===== config.mk =====
export PLATFORM = sky130hd
export DESIGN_NAME = tmr_delay_arbiter
export DESIGN_NICKNAME = d
export VERILOG_FILES = /design/src/rtl/pkg_sfrs_definition.sv /design/src/rtl/rr_arbiter_nreq.sv /design/src/rtl/tmr_delay_arbiter.sv
export SDC_FILE = /design/constraint.sdc
export NUM_CORES = 1
export LEC_CHECK = 0
export ABC_CLOCK_PERIOD_IN_PS = 7200
export CAP_MARGIN = 10
export CELL_PAD_IN_SITES_DETAIL_PLACEMENT = 1
export CELL_PAD_IN_SITES_GLOBAL_PLACEMENT = 1
export CORE_MARGIN = 5
export CORE_UTILIZATION = 27
export CTS_BUF_LIST = sky130_fd_sc_hd__clkbuf_2
export DETAILED_ROUTE_END_ITERATION = 6
export PLACE_DENSITY_LB_ADDON = 0.1
export RECOVER_POWER = 25
export SLEW_MARGIN = 0
export SYNTH_ARGS = -nofsm -noshare
export SYNTH_HDL_FRONTEND = slang
export SYNTH_SLANG_ARGS = --single-unit

===== constraint.sdc =====
create_clock -name sys_clk -period 7.2 [get_ports sys_clk]
set_input_delay 1.44 -clock sys_clk [delete_from_list [all_inputs] [get_ports sys_clk]]
set_output_delay 1.44 -clock sys_clk [all_outputs]
set_load 0.1 [all_outputs]

===== src/rtl/pkg_sfrs_definition.sv =====
// rtl/pkg_sfrs_definition.sv - timer SFR word layout and delay-arbiter state type
package pkg_sfrs_definition;

  localparam int TMR_CTRL_W = 32;

  // Timer control word; low bits are the command strobes, the rest is reserved
  typedef struct packed {
    logic [TMR_CTRL_W-6:0] rsvd;
    logic                  count_en;
    logic                  stop;
    logic                  start;
    logic                  rst;
    logic                  on;
  } tmr_ctrl_t;

  typedef enum logic [1:0] {
    IDLE = 2'd0,
    LOAD = 2'd1,
    RUN  = 2'd2,
    STOP = 2'd3
  } tmr_arb_state_t;

  // Control word the arbiter presents to the timer while sitting in a given state
  function automatic tmr_ctrl_t ctrl_word(input tmr_arb_state_t st, input logic first_run);
    tmr_ctrl_t c;
    c = '0;
    case (st)
      LOAD: begin
        c.on  = 1'b1;
        c.rst = 1'b1;
      end
      RUN: begin
        c.on       = 1'b1;
        c.count_en = 1'b1;
        c.start    = first_run;
      end
      STOP: begin
        c.on   = 1'b1;
        c.stop = 1'b1;
      end
      default: c = '0;
    endcase
    return c;
  endfunction

endpackage


===== src/rtl/rr_arbiter_nreq.sv =====
// rtl/rr_arbiter_nreq.sv - combinational round-robin pick starting at a pointer
module rr_arbiter_nreq #(
  parameter int N_REQ = 4
) (
  input  logic [N_REQ-1:0]         req,
  input  logic [$clog2(N_REQ)-1:0] pointer,
  output logic [N_REQ-1:0]         grant,
  output logic [$clog2(N_REQ)-1:0] index,
  output logic                     any
);

  localparam int IDX_W = $clog2(N_REQ);

  logic [IDX_W-1:0] w_j;

  // Walk the requesters from pointer upward (wrapping) and take the first one set
  always_comb begin
    grant = '0;
    index = '0;
    any   = 1'b0;
    w_j   = '0;
    for (int k = 0; k < N_REQ; k++) begin
      w_j = IDX_W'((int'(pointer) + k) % N_REQ);
      if (!any && req[w_j]) begin
        any        = 1'b1;
        grant[w_j] = 1'b1;
        index      = w_j;
      end
    end
  end

endmodule


===== src/rtl/tmr_delay_arbiter.sv =====
// rtl/tmr_delay_arbiter.sv - shares one timer between requesters needing one-shot delays
module tmr_delay_arbiter
  import pkg_sfrs_definition::*;
#(
  parameter int DATA_WIDTH = 32,
  parameter int N_REQ      = 4
) (
  input  logic                          sys_clk,
  input  logic                          sys_rst,
  input  logic [N_REQ-1:0]              req_valid,
  input  logic [N_REQ*DATA_WIDTH-1:0]   req_delay,
  output logic [N_REQ-1:0]              req_ready,
  output logic [N_REQ-1:0]              done,
  output logic                          done_err,
  output logic                          busy,
  output logic [$clog2(N_REQ)-1:0]      grant_id,
  output logic [DATA_WIDTH-1:0]         tmr_ctrl_o,
  output logic [DATA_WIDTH-1:0]         tmr_val_o,
  output logic [DATA_WIDTH-1:0]         tmr_match_val0_o,
  input  logic                          match0_event,
  input  logic                          ovf_event
);

  localparam int IDX_W = $clog2(N_REQ);

  tmr_arb_state_t        r_state;
  tmr_arb_state_t        w_next;
  logic [IDX_W-1:0]      r_ptr;
  logic [IDX_W-1:0]      r_gid;
  logic [DATA_WIDTH-1:0] r_match;
  logic                  r_err;
  logic                  r_first;

  logic [N_REQ-1:0]      w_grant;
  logic [IDX_W-1:0]      w_index;
  logic                  w_any;
  logic                  w_accept;
  logic                  w_set_err;
  logic [DATA_WIDTH-1:0] w_delays [N_REQ];
  logic [DATA_WIDTH-1:0] w_delay;
  tmr_ctrl_t             w_ctrl;

  genvar gi;
  generate
    for (gi = 0; gi < N_REQ; gi++) begin : g_unpack
      assign w_delays[gi] = req_delay[gi*DATA_WIDTH +: DATA_WIDTH];
    end
  endgenerate

  rr_arbiter_nreq #(.N_REQ(N_REQ)) u_rr (
    .req     (req_valid),
    .pointer (r_ptr),
    .grant   (w_grant),
    .index   (w_index),
    .any     (w_any)
  );

  assign w_delay   = w_delays[w_index];
  // Accept is held off during reset so every output reads 0 while sys_rst is high
  assign w_accept  = (r_state == IDLE) && w_any && !sys_rst;
  // Events only count in RUN; a match in the same cycle as an overflow wins
  assign w_set_err = (r_state == RUN) && ovf_event && !match0_event;

  assign busy             = (r_state != IDLE);
  assign grant_id         = r_gid;
  assign tmr_match_val0_o = r_match;
  assign tmr_val_o        = '0;
  assign tmr_ctrl_o       = DATA_WIDTH'(w_ctrl);

  // Next-state decode plus the handshake/done strobes for the current state
  always_comb begin
    w_next    = r_state;
    req_ready = '0;
    done      = '0;
    done_err  = 1'b0;
    w_ctrl    = ctrl_word(r_state, r_first);
    case (r_state)
      IDLE: begin
        if (w_accept) begin
          req_ready = w_grant;
          w_next    = (w_delay != '0) ? LOAD : STOP;
        end
      end
      LOAD: w_next = RUN;
      RUN: begin
        if (match0_event || ovf_event) w_next = STOP;
      end
      STOP: begin
        done[r_gid] = 1'b1;
        done_err    = r_err;
        w_next      = IDLE;
      end
      default: w_next = IDLE;
    endcase
  end

  // State register
  always_ff @(posedge sys_clk) begin
    if (sys_rst) r_state <= IDLE;
    else         r_state <= w_next;
  end

  // Grant bookkeeping: pointer, latched delay/index, first-RUN marker, error flag
  always_ff @(posedge sys_clk) begin
    if (sys_rst) begin
      r_ptr   <= '0;
      r_gid   <= '0;
      r_match <= '0;
      r_err   <= 1'b0;
      r_first <= 1'b0;
    end else begin
      if (w_accept) begin
        r_match <= w_delay;
        r_gid   <= w_index;
        r_ptr   <= (w_index == IDX_W'(N_REQ-1)) ? '0 : w_index + 1'b1;
      end
      r_first <= (r_state == LOAD);
      if (w_set_err)              r_err <= 1'b1;
      else if (r_state == STOP)   r_err <= 1'b0;
    end
  end

endmodule


==> results of run 1 <==
## area by class of cell
class	count	area, um^2
clock inverters	2	12.51
repair buffers	188	1856
clock buffers	5	25.02
well taps	180	225.2
flip-flops and latches	40	800.8
fillers	1709	8361
inverters	7	26.28
multi-input cells	443	2629
## flip-flops by register name, summed over array words and instances (netlist names)
name	flops
tmr_match_val0_o	32
r_err	1
r_state	2
r_ptr	2
r_first	1
grant_id	2
## cells by family after synthesis
logic type	count (synthesis)	share of synthesized area (%)
AOI/OAI and AO/OA	90	15.73
muxes	43	15.01
adders and majority gates	13	4.233
buffers and inverters	101	17.03
DFF	40	20.84
other	1	0.09759
and+or+nand+nor	238	27.06
## critical path, cell delays in order
cell and delay [ns]:
dlygate4sd3_1 0.78, nor2_1 0.22, a21oi_4 0.15, buf_4 0.39, nand2b_1 0.24, nor2_1 0.16, buf_4 0.30
## layer usage
| metal | GRT usage (%) | vias up | wire length, um |
|---|---|---|---|
| met5 | 0 | - | 0 |
| met4 | 3.830 | 0 | 245 |
| met3 | 5.070 | 15 | 1146 |
| met2 | 28.32 | 135 | 7030 |
| met1 | 21.61 | 1912 | 6212 |
| li1 | - | 2017 | - |
## metrics by stage
stage / hold slack [ns] / area, um^2 / power [mW]
6_report: 0.4634 / 5574 / 2.599
5_1_grt: 0.4906 / 5574 / 2.785
4_1_cts: 0.4717 / 5575 / 2.653
3_5_place_dp: 0.4471 / 5538 / 2.539
2_1_floorplan: 0.4459 / 4060 / 2.113
3_3_place_gp: 0.4407 / 5538 / 2.516
## cell usage after synthesis, types with 2 or more instances
cell type and n:
nand2_1 145, o211ai_1 17, a21oi_1 45, and3_1 2, mux4_2 7, dfxtp_1 40
nand2b_1 3, a221oi_1 4, a22oi_1 4, buf_4 62, ha_1 13, mux2i_1 27
mux2_4 2, mux2i_4 2, clkbuf_1 17, a211oi_1 3, mux2_2 2, buf_6 4
or4_1 4, nor4_1 14, inv_1 6, nor3b_1 3, and2_1 3, o311ai_0 2
nand3_1 24, buf_2 10, nor2_1 31
## report_power, final
part | leakage [nW] | total, mW | switching, mW | internal (mW)
clock | 0.0248 | 0.103 | 0.0820 | 0.0214
combinational | 2.02 | 2.11 | 1.52 | 0.590
sequential | 0.331 | 0.381 | 0.0702 | 0.311
total | 2.38 | 2.60 | 1.68 | 0.922
## path summary, 6_finish.rpt
check / start / endpoint / slack, ns / cells after the start
max: req_valid[3] / req_ready[3] / 2.08 / 7
min: tmr_match_val0_o[5] / tmr_match_val0_o[5] / 0.46 / 2
max reg2reg: r_ptr[0] / r_state[1] / 2.50 / 10
min reg2reg: tmr_match_val0_o[5] / tmr_match_val0_o[5] / 0.46 / 2
==> metrics.txt, run 1 <==
status=complete, but fails checks; failing checks=max-capacitance violations, max-slew violations; cells after synthesis=526; CTS max path bufs=2; Synth Flop Type=dfxtp_1; area grow syn2layout=45.07%; Setup CP Type=in -> out; clk_lat worst skew=0.41 ns; dpl ws=1.983 ns; Final Cycle Share=71.13%; worst slew pin tran=just over 2 ns; Worst EP arrival=3.68 ns; clock sinks=40; synthesized flop and latch total=40; Critical Path End Type=output port; cts repair resizes=0; largest net degree at the start of global routing=42; register area share after synthesis=20.84%; Antenna diodes=0; leading cell type in the layout, fill and taps excluded=clkdlybuf4s50_1; Global Route Usage Sum=16.96%; Initial Util=27.57%; Util after Layout=about two fifths; total routed wirelength=roughly 15000 um; Pleak=2.377 nW; Yosys top cell by area=dfxtp_1; first-pass GRT wire length=22630 um; CTS H-tree lvls=2; I/O pin total=roughly 240; worst endpoint required time=5.76 ns; Final Hold Fails=0; Pins Over Slew Limit=42; CP max FO=37; Worst-path clk slew=0.20 ns; die height=roughly 130 um; total die area=approximately 0.017 mm^2; row count=43; CP startpoint kind=input pin; vias per cell=around 4.7; Hold/Removal Path Class=reg -> reg; Setup Buffers After CTS=0; grt ovf=0; Layout Skew=0.02731 ns; yosys warns=0; vias in the first global route=4200; asr flop ratio synth=0%; Die Span X=129.3 um; final setup margin=2.078 ns; initial antenna violation count=0; Root Buffer=clkbuf_2; Placed Instances=858; layout cells sized above 1=5.839%; Core ar.=0.01393 mm^2; Port Buffer Count=184; Synth top area share=20.84%; mapped cell area=0.003842 mm^2; syn avg cell area=7.305 um^2; Worst slew margin=-34.55%; Residual DRC=0; min Tclk post-route=between 5 and 6 ns; post-route insts no fill=865; vias=4079; Synth area leaders=dfxtp_1, nand2_1, buf_4; hpwl dp=roughly 12000 um; routability cong.=0.7958; CTS Hold Buffers Added=0; Fmax=0.1953 GHz; post-route ant nets=0; DR pass1 iterations=4; 1st-iter DRT viols=189; Max IR drop VDD=0.1524 mV; TNS Setup=0 ns; CTS buffer count=5; # nets final=834; Post-synth EDFFs=0; PwrDens=466.2 mW/mm^2; Final Setup Violations=0; most frequent cells in the layout=clkdlybuf4s50_1, nand2_1, conb_1; Cell variety after synth=57; CTS tree=built; Max Cap Viol=1; RSZ-0062 raised after global routing=no; routed length per instance=roughly 17 um
Note: power is estimated with default switching activity, not from simulation.
==> inputs of run 2 (changes only) <==
--- a/config.mk
+++ b/config.mk
@@ -5,12 +5,12 @@
 export SDC_FILE = /design/constraint.sdc
 export NUM_CORES = 1
 export LEC_CHECK = 0
-export ABC_CLOCK_PERIOD_IN_PS = 7200
+export ABC_CLOCK_PERIOD_IN_PS = 5300
 export CAP_MARGIN = 10
 export CELL_PAD_IN_SITES_DETAIL_PLACEMENT = 1
 export CELL_PAD_IN_SITES_GLOBAL_PLACEMENT = 1
 export CORE_MARGIN = 5
-export CORE_UTILIZATION = 27
+export CORE_UTILIZATION = 25
 export CTS_BUF_LIST = sky130_fd_sc_hd__clkbuf_2
 export DETAILED_ROUTE_END_ITERATION = 6
 export PLACE_DENSITY_LB_ADDON = 0.1
==> constraint.sdc (replaced) <==
create_clock -name sys_clk -period 5.3 [get_ports sys_clk]
set_input_delay 1.06 -clock sys_clk [delete_from_list [all_inputs] [get_ports sys_clk]]
set_output_delay 1.06 -clock sys_clk [all_outputs]
set_load 0.1 [all_outputs]
==> run 2 against run 1 <==
  * Largest cell class unchanged
  * The flow still finishes with violations (max-capacitance violations, max-slew violations)
  * Via count stayed put
  * First-iteration DRC count is 12% lower
  * Setup slack worse by 1.5 ns
  * Highest routed layer unchanged
==> metrics.txt, run 2 (synthesized netlist as in run 1, its figures left out) <==
CTS tree=built; Pleak=2.376 nW (about the same); first-pass GRT wire length=23520 um (+3.9%); Setup CP Type=reg -> out; CTS Hold Buffers Added=0 (unchanged); Largest register FFs=32 (unchanged); filler cell count in the final layout=1852 (+8.4%); Multi-input gate area=0.002629 mm^2 (unchanged); Pins Over Slew Limit=42 (unchanged); Global Route Usage Sum=16.38% (-0.58 points); leading cell type in the layout, fill and taps excluded=clkdlybuf4s50_1; Critical Path End Type=output port; FF/Latch Area=800.8 um^2 (unchanged); RSZ-0062 raised after global routing=no; Hold/Removal Path Class=reg -> reg; CP max FO=15 (-59%); row count=45 (+4.7%); area grow syn2layout=45.49%; Core ar.=0.01515 mm^2 (+8.7%); vias=4079 (unchanged); Port Buffer Count=184 (unchanged); largest net degree at the start of global routing=42 (unchanged); routability cong.=0.8400 (+5.6%); Final Setup Violations=0 (unchanged); vias in the first global route=4320 (+2.9%); 1st-iter DRT viols=167 (-12%); grt ovf=0 (unchanged); CTS H-tree lvls=2 (unchanged); dpl ws=0.7600 ns (-1.223 ns); Worst slew margin=-36.06% (-1.5 points); Die Span X=134.0 um (+3.6%); failing checks=max-capacitance violations, max-slew violations; Placed Instances=867 (+1.0%); total routed wirelength=15360 um (+5.0%); worst endpoint required time=4.24 ns (-1.52 ns); Root Buffer=clkbuf_2; Final Cycle Share=89.82%; Setup Buffers After CTS=0 (unchanged); total die area=0.01795 mm^2 (+7.4%); routed length per instance=17.56 um (+3.8%); Max IR drop VDD=0.3191 mV (+110%); Fmax=0.2101 GHz; DR pass1 iterations=4 (unchanged); clk_lat worst skew=0.42 ns (about the same); Layout Skew=0.02855 ns (+0.001241 ns); vias per cell=4.662 (-1.1%); Worst-path clk slew=0.21 ns (about the same); final setup margin=0.5395 ns (-1.539 ns); CP startpoint kind=flip-flop; worst slew pin tran=2.041 ns (+0.02268 ns); min Tclk post-route=4.761 ns; cts repair resizes=0 (unchanged); hpwl dp=12440 um (+5.6%); CTS buffer count=5 (unchanged); die height=134.0 um (+3.6%); Final Hold Fails=0 (unchanged); PwrDens=641.4 mW/mm^2 (+38%); layout cells sized above 1=5.831% (-0.0085 points); Max Cap Viol=1 (unchanged); # nets final=835 (+0.12%); post-route insts no fill=875 (+1.2%); Residual DRC=0 (unchanged); most frequent cells in the layout=clkdlybuf4s50_1, nand2_1, conb_1; clock sinks=40 (unchanged); CTS max path bufs=2 (unchanged); post-route ant nets=0 (unchanged); Worst EP arrival=3.70 ns (+0.02 ns); Initial Util=25.37% (-2.2 points); I/O pin total=244 (unchanged); total power=3.586 mW (+38%); TNS Setup=0 ns (unchanged); status=complete, but fails checks; initial antenna violation count=1 (+1)
==> run 2: cell count changes in the layout (fill, tap and decap cells not counted) <==
cell	change
clkbuf_1	+1
clkdlybuf4s50_1	+1
diode_2	+1
dlygate4sd3_1	-1
==> run 2: final timing paths <==
path	from	to	slack [ns]	depth (start not counted)
max	r_ptr[0]	req_ready[3]	0.54	10
max reg2reg	r_ptr[0]	r_state[1]	0.86	10
min	tmr_match_val0_o[14]	tmr_match_val0_o[14]	0.47	2
min reg2reg	tmr_match_val0_o[14]	tmr_match_val0_o[14]	0.47	2
==> run 2: report_power, final <==
group	switching (mW)	internal [mW]
combinational	2.10	0.826
sequential	0.0939	0.421
clock	0.114	0.0291
total	2.31	1.28
==> run 2: metal layers <==
layer  track usage (%)  vias up  share of wire (%)
met2             27.93      142                 48
met1             20.64     1902                 44
li1                  -     2024                  -
met4             3.314        0                1.1
met5                 0        -                  0
met3             4.726       11                7.1
==> run 2: area by class of cell <==
class                      instances  share of cell area, %
antenna                            1                0.04476
clock buffer                       5                 0.4476
clock inverter                     2                 0.2238
inverter                           7                 0.4700
multi-input combinational        443                  47.02
sequential                        40                  14.32
tap                              188                  4.208
timing repair buffer             189                  33.26
==> run 2: worst max-delay path: stages (launching register included) <==
cell	delay [ns]
dfxtp_1	0.73
inv_2	0.23
ha_1	0.62
mux2i_4	0.34
mux2i_4	0.15
a211oi_1	0.46
a22oi_1	0.14
nor2_1	0.14
a221oi_1	0.06
nor2_1	0.13
buf_4	0.30
==> run 2: stage by stage <==
step	hold WS (ns)	util (%)	instance area, um^2
floorplan	0.4459	-	4060
global placement	0.4416	36.68	5555
detailed placement	0.4475	36.68	5555
CTS	0.4731	36.93	5593
global route	0.4919	36.91	5590
finish	0.4669	36.91	5590
==> inputs of run 3 (changes only) <==
--- a/config.mk
+++ b/config.mk
@@ -15,6 +15,7 @@
 export DETAILED_ROUTE_END_ITERATION = 6
 export PLACE_DENSITY_LB_ADDON = 0.1
 export RECOVER_POWER = 25
+export SKIP_LAST_GASP = 1
 export SLEW_MARGIN = 0
 export SYNTH_ARGS = -nofsm -noshare
 export SYNTH_HDL_FRONTEND = slang
==> results of run 3 <==
Final layout, timing and power as in run 2 (identical DEF).
